### src/rtl/mem_responder_pkg.sv
// Shared definitions for the mem_responder block: default geometry and FSM states.
package mem_responder_pkg;

    localparam int unsigned MR_DEPTH = 8;
    localparam int unsigned MR_WIDTH = 24;
    localparam int unsigned MR_AW    = 3;

    typedef enum logic [1:0] {
        ST_IDLE   = 2'd0,
        ST_ACCESS = 2'd1,
        ST_RESP   = 2'd2
    } mr_state_e;

endpackage

### src/rtl/mem_responder_decode.sv
// Binary address to one-hot word select; all zeros when disabled.
module mem_responder_decode
    import mem_responder_pkg::*;
#(
    parameter int unsigned DEPTH = MR_DEPTH,
    parameter int unsigned AW    = MR_AW
) (
    input  logic [AW-1:0]    addr_i,
    input  logic             en_i,
    output logic [DEPTH-1:0] onehot_o
);

    // Drive exactly one select line for the given address when enabled.
    always_comb begin
        onehot_o = '0;
        if (en_i) begin
            onehot_o[addr_i] = 1'b1;
        end else begin
            onehot_o = '0;
        end
    end

endmodule

### src/rtl/mem_responder.sv
// Single-outstanding request/response memory responder with an auto-increment
// pointer. Each transaction walks IDLE -> ACCESS -> RESP; per-word valid bits
// flag reads of words that were never written since reset.
module mem_responder
    import mem_responder_pkg::*;
#(
    parameter int unsigned DEPTH = MR_DEPTH,
    parameter int unsigned WIDTH = MR_WIDTH,
    parameter int unsigned AW    = MR_AW
) (
    input  logic             clk,
    input  logic             rst,
    input  logic             req_valid,
    output logic             req_ready,
    input  logic             req_write,
    input  logic             req_incr,
    input  logic [AW-1:0]    req_addr,
    input  logic [WIDTH-1:0] req_wdata,
    output logic             rsp_valid,
    input  logic             rsp_ready,
    output logic [WIDTH-1:0] rsp_rdata,
    output logic             rsp_err,
    output logic [DEPTH-1:0] word_line,
    output logic [AW-1:0]    mem_pointer
);

    mr_state_e        state_q,     state_d;
    logic [AW-1:0]    addr_q,      addr_d;
    logic             write_q,     write_d;
    logic [WIDTH-1:0] wdata_q,     wdata_d;
    logic [AW-1:0]    ptr_q,       ptr_d;
    logic [DEPTH-1:0] valid_q,     valid_d;
    logic             rsp_valid_q, rsp_valid_d;
    logic [WIDTH-1:0] rsp_rdata_q, rsp_rdata_d;
    logic             rsp_err_q,   rsp_err_d;
    logic [DEPTH-1:0] word_line_q, word_line_d;
    logic             req_ready_q, req_ready_d;

    logic [WIDTH-1:0] mem_q [DEPTH];
    logic             mem_we_s;
    logic             accept_s;
    logic [AW-1:0]    res_addr_s;
    logic [DEPTH-1:0] dec_s;

    // An incrementing request targets the pointer, otherwise the explicit address.
    assign res_addr_s = req_incr ? ptr_q : req_addr;
    assign accept_s   = (state_q == ST_IDLE) && req_valid;

    // The select is computed at accept time and registered, so it is high
    // exactly during the ACCESS cycle.
    mem_responder_decode #(
        .DEPTH (DEPTH),
        .AW    (AW)
    ) u_decode (
        .addr_i   (res_addr_s),
        .en_i     (accept_s),
        .onehot_o (dec_s)
    );

    // Next-state and next-output logic for the transaction FSM.
    always_comb begin
        state_d     = state_q;
        addr_d      = addr_q;
        write_d     = write_q;
        wdata_d     = wdata_q;
        ptr_d       = ptr_q;
        valid_d     = valid_q;
        rsp_valid_d = rsp_valid_q;
        rsp_rdata_d = rsp_rdata_q;
        rsp_err_d   = rsp_err_q;
        word_line_d = '0;
        req_ready_d = req_ready_q;
        mem_we_s    = 1'b0;

        case (state_q)
            ST_IDLE: begin
                if (req_valid) begin
                    state_d     = ST_ACCESS;
                    addr_d      = res_addr_s;
                    write_d     = req_write;
                    wdata_d     = req_wdata;
                    word_line_d = dec_s;
                    req_ready_d = 1'b0;
                    if (req_incr) begin
                        ptr_d = ptr_q + AW'(1);
                    end else begin
                        ptr_d = ptr_q;
                    end
                end else begin
                    req_ready_d = 1'b1;
                end
            end

            ST_ACCESS: begin
                state_d     = ST_RESP;
                rsp_valid_d = 1'b1;
                req_ready_d = 1'b0;
                if (write_q) begin
                    mem_we_s         = 1'b1;
                    valid_d[addr_q]  = 1'b1;
                    rsp_rdata_d      = '0;
                    rsp_err_d        = 1'b0;
                end else if (valid_q[addr_q]) begin
                    rsp_rdata_d = mem_q[addr_q];
                    rsp_err_d   = 1'b0;
                end else begin
                    rsp_rdata_d = '0;
                    rsp_err_d   = 1'b1;
                end
            end

            ST_RESP: begin
                if (rsp_ready) begin
                    state_d     = ST_IDLE;
                    rsp_valid_d = 1'b0;
                    rsp_rdata_d = '0;
                    rsp_err_d   = 1'b0;
                    req_ready_d = 1'b1;
                end else begin
                    state_d     = ST_RESP;
                    req_ready_d = 1'b0;
                end
            end

            default: begin
                state_d     = ST_IDLE;
                rsp_valid_d = 1'b0;
                rsp_rdata_d = '0;
                rsp_err_d   = 1'b0;
                req_ready_d = 1'b1;
            end
        endcase
    end

    // State and output registers; reset aborts any transaction in flight.
    always_ff @(posedge clk) begin
        if (rst) begin
            state_q     <= ST_IDLE;
            addr_q      <= '0;
            write_q     <= 1'b0;
            wdata_q     <= '0;
            ptr_q       <= '0;
            valid_q     <= '0;
            rsp_valid_q <= 1'b0;
            rsp_rdata_q <= '0;
            rsp_err_q   <= 1'b0;
            word_line_q <= '0;
            req_ready_q <= 1'b1;
        end else begin
            state_q     <= state_d;
            addr_q      <= addr_d;
            write_q     <= write_d;
            wdata_q     <= wdata_d;
            ptr_q       <= ptr_d;
            valid_q     <= valid_d;
            rsp_valid_q <= rsp_valid_d;
            rsp_rdata_q <= rsp_rdata_d;
            rsp_err_q   <= rsp_err_d;
            word_line_q <= word_line_d;
            req_ready_q <= req_ready_d;
        end
    end

    // Data array is not cleared by reset; the valid bits decide what is readable.
    always_ff @(posedge clk) begin
        if (!rst && mem_we_s) begin
            mem_q[addr_q] <= wdata_q;
        end
    end

    assign req_ready   = req_ready_q;
    assign rsp_valid   = rsp_valid_q;
    assign rsp_rdata   = rsp_rdata_q;
    assign rsp_err     = rsp_err_q;
    assign word_line   = word_line_q;
    assign mem_pointer = ptr_q;

endmodule

### config.mk
export PLATFORM = sky130hd
export DESIGN_NAME = mem_responder
export DESIGN_NICKNAME = d
export VERILOG_FILES = /design/src/rtl/mem_responder_pkg.sv /design/src/rtl/mem_responder_decode.sv /design/src/rtl/mem_responder.sv
export SDC_FILE = /design/constraint.sdc
export NUM_CORES = 1
export LEC_CHECK = 0
export ABC_AREA = 0
export BUFFER_PORTS_ARGS = -buffer_cell sky130_fd_sc_hd__buf_2
export CAP_MARGIN = 20
export CORE_ASPECT_RATIO = 1.4
export CORE_MARGIN = 2
export CORE_UTILIZATION = 50
export CTS_BUF_LIST = sky130_fd_sc_hd__clkbuf_8 sky130_fd_sc_hd__clkbuf_16
export DETAILED_ROUTE_END_ITERATION = 12
export HOLD_SLACK_MARGIN = 0.1
export PLACE_DENSITY = 0.71
export REMOVE_ABC_BUFFERS = 1
export SLEW_MARGIN = 10
export SYNTH_ARGS = -nofsm -noshare
export SYNTH_HDL_FRONTEND = slang
export SYNTH_SLANG_ARGS = --single-unit
export TNS_END_PERCENT = 100
### constraint.sdc
create_clock -name clk -period 2.98 [get_ports clk]
set_input_delay 0.149 -clock clk [delete_from_list [all_inputs] [get_ports clk]]
set_output_delay 0.149 -clock clk [all_outputs]
set_load 0.005 [all_outputs]
==> impl_results.rst <==
.. list-table::
   :header-rows: 1

   * - Metric
     - Value
   * - Run status
     - finished, final reports clean
   * - Routed vias
     - around 5,200
   * - Overflow left after global routing
     - 0
   * - Maximum fanout encountered on the critical timing path
     - 24
   * - Number of nets in the layout
     - ~690
   * - Cell with the biggest individual delay on the critical path
     - or4_4
   * - Top cells by area in the synthesized netlist
     - edfxtp_1, dfxtp_1, mux4_2, mux2i_1, a22o_1
   * - Mean number of vias per cell
     - about 5.6
   * - H-tree depth
     - 1
   * - Last weighted congestion value of the routability-driven placer
     - 0.849
   * - Cell Rows
     - 60
   * - Startpoint of the worst-slack reg-to-reg timing path
     - addr_q[0]
   * - Signed area change from the synthesized netlist to the final layout
     - 18.3%
   * - Floorplan die area
     - 0.0207 mm2
   * - Max_slew headroom
     - 0.479
   * - Number of design rule violations left after detail routing
     - 0
   * - Number of synthesized register bits
     - 271
   * - Count of fill cells added during filler insertion
     - about 1,500
   * - Post-DP HPWL
     - approximately 11,000 um
   * - Worst min-delay path category
     - input pin to register
   * - Cell type group with the largest total delay on the critical path
     - multiplexers
   * - Clock network latency to the later pin of the worst-skew pair
     - ~510 ps
   * - Critical path buffer and inverter count
     - 0
   * - Total power after layout
     - 7.32 mW
   * - Gr usage total
     - 0.191
   * - Root buffer cell
     - clkbuf_16
   * - Mapped cell area
     - roughly 0.0098 mm2
   * - Mean instance size in the synthesized netlist
     - 18.2 um2
   * - Fmax
     - roughly 0.5 GHz
   * - Critical path type
     - register to register
   * - Final critical-path setup slack
     - 931 ps
   * - Startpoint types
     - register
   * - Die Width
     - 122 um
   * - Total wire length after detailed routing
     - 19,000 um
   * - Final worst-path cycle share
     - 0.688
   * - Number of DRC markers after the initial detailed-route iteration
     - ~380
   * - Top-Level Pins
     - a little over 70
   * - Fin. max-slew vios
     - 0
   * - Number of detailed-routing iterations run before antenna repair
     - 5
   * - Number of warnings issued by yosys
     - 0
   * - IO buf count
     - 70
   * - Core footprint
     - 0.0192 mm2
   * - Required time of the critical path
     - ~3400 ps
   * - Largest net degree at the start of global routing
     - slightly below 50
   * - Antenna-violating nets left
     - 0
   * - Power density relative to cell area
     - 634 mW/mm2
   * - Vias in the first global route
     - 5,483
   * - Total clock sinks
     - 271
   * - Largest incremental delay on the critical path
     - 620 ps
   * - Fin crit period
     - roughly 2000 ps
   * - TritonCTS clock tree
     - built
   * - Endpoint arrival time on the critical path
     - around 2500 ps
   * - Wire length of the first global-routing pass
     - approximately 30,000 um
   * - Largest area contributor in the netlist
     - edfxtp_1
   * - Setup violators final
     - 0
   * - Hold_sp
     - req_addr[0]
   * - Unique masters post-synth
     - 30
   * - Worst voltage drop across the vdd grid
     - 0.488 mV
   * - CTS Buffer Depth
     - 3
   * - Initial standard-cell utilization of the core
     - 0.508
   * - Clock skew
     - 5.83 ps
   * - Register clock-pin slew on the reported worst setup and hold paths
     - 60 ps
   * - Highest-count cells in the layout ignoring fill and taps
     - edfxtp_1, dfxtp_1, buf_2
   * - Endpoints failing hold
     - 0
   * - Diodes inserted
     - 0
   * - Least-Margin Pin Slew
     - approximately 770 ps
   * - Number of buffers created by CTS
     - 24
   * - Register area share after synthesis
     - 0.752
   * - Critical-path cell list
     - mux2i_1 > mux4_2 > or4_4 > o21ai_0
   * - Total area of sequential cells
     - 0.00735 mm2
   * - Fraction of post-synthesis cell area in the top cell type by area
     - 0.590
   * - Share of final-layout standard cells stronger than drive strength 1
     - 0.277
   * - Synthesized instance count
     - about 540
   * - Setup WS pre-CTS
     - about 940 ps
   * - Area occupied by multi-input gates
     - 0.00227 mm2
   * - Critical path startpoint
     - addr_q[0]
   * - WL per Instance
     - roughly 21 um
   * - Initial antenna violation count
     - 0
   * - Most common cell after layout, fill and taps aside
     - edfxtp_1
   * - Unrepaired setup endpoints after global routing
     - false
   * - Vert. Die Dim
     - approximately 170 um
   * - Max_cap viols
     - 0
   * - Critical path endpoint category
     - register
   * - Standby leakage power
     - between 4 and 5 nW
==> report_power, final <==
group,switching [mW],total (mW),internal [mW]
combinational,0.149,0.317,0.168
sequential,0.0677,4.15,4.08
clock,1.27,2.86,1.59
total,1.49,7.32,5.83
==> state kept, by name, summed over array words and instances (netlist names), 2 cells and up, named ones only <==
register     flops
addr_q           3
mem_pointer      3
mem_q          192
rsp_rdata       24
state_q          2
valid_q          8
wdata_q         24
word_line        8
==> path summary, 6_finish.rpt <==
check,endpoint,cells after the start,slack (ps)
max,rsp_rdata[1],4,930
min,word_line[4],4,170
max reg2reg,rsp_rdata[1],4,930
min reg2reg,rsp_rdata[19],2,440
==> worst min-delay path, stage by stage <==
cell	delay, ps
buf_2	80
mux2_2	180
or3b_2	170
nor2_1	50
==> area by class of cell <==
type / instances / area share
flip-flops and latches: 271 / 0.636
multi-input cells: 224 / 0.197
repair buffers: 122 / 0.0732
clock buffers: 27 / 0.0575
well taps: 248 / 0.0269
clock inverters: 17 / 0.00596
inverters: 11 / 0.00357
==> per-stage QoR <==
step | std cells | area [um2] | TNS (ps) | hold slack, ps | utilization
finish | 920 | 11600 | 0 | 169 | 0.601
global route | 920 | 11600 | 0 | 178 | 0.601
CTS | 920 | 11600 | 0 | 120 | 0.601
detailed placement | 844 | 10500 | 0 | 361 | 0.546
global placement | 844 | 10500 | 0 | 357 | 0.546
floorplan | 506 | 9630 | -6000 | 221 | -
==> cells in the mapped netlist, drive strengths merged <==
cell type,number
dfxtp,79
or4,1
nor3,3
clkbuf,21
nor2b,4
nand2b,4
or3b,1
ha,1
mux2,1
a22oi,1
nor2,25
a21oi,3
a32oi,4
nor3b,3
xnor2,2
o22ai,6
a22o,27
edfxtp,192
nand2,32
nor4bb,1
inv,11
mux4,49
o32ai,2
o21ai,25
a21o,1
mux2i,28
buf,9
==> kinds of logic after synthesis <==
logic type      share of synthesized area
flops                               0.752
buf+inv                            0.0186
fa+ha+maj                         0.00128
mux                                 0.143
simple gates                       0.0339
compound gates                     0.0493
xor+xnor                          0.00179
==> timing repair <==
item	4_1_cts	5_1_grt
hold buffers	32	0
endpoints found under the setup margin	0	0
gates resized for setup	0	0
endpoints found under the hold margin	43	0
setup buffers	0	0
==> routing by layer <==
layer	vias to the layer above	global-route usage	part of all wire
met5	-	0	0
met4	0	0.0585	0.024
met3	37	0.0222	0.045
met2	146	0.339	0.53
met1	2676	0.246	0.41
li1	2332	-	-
(Power assumes the default switching activity.)
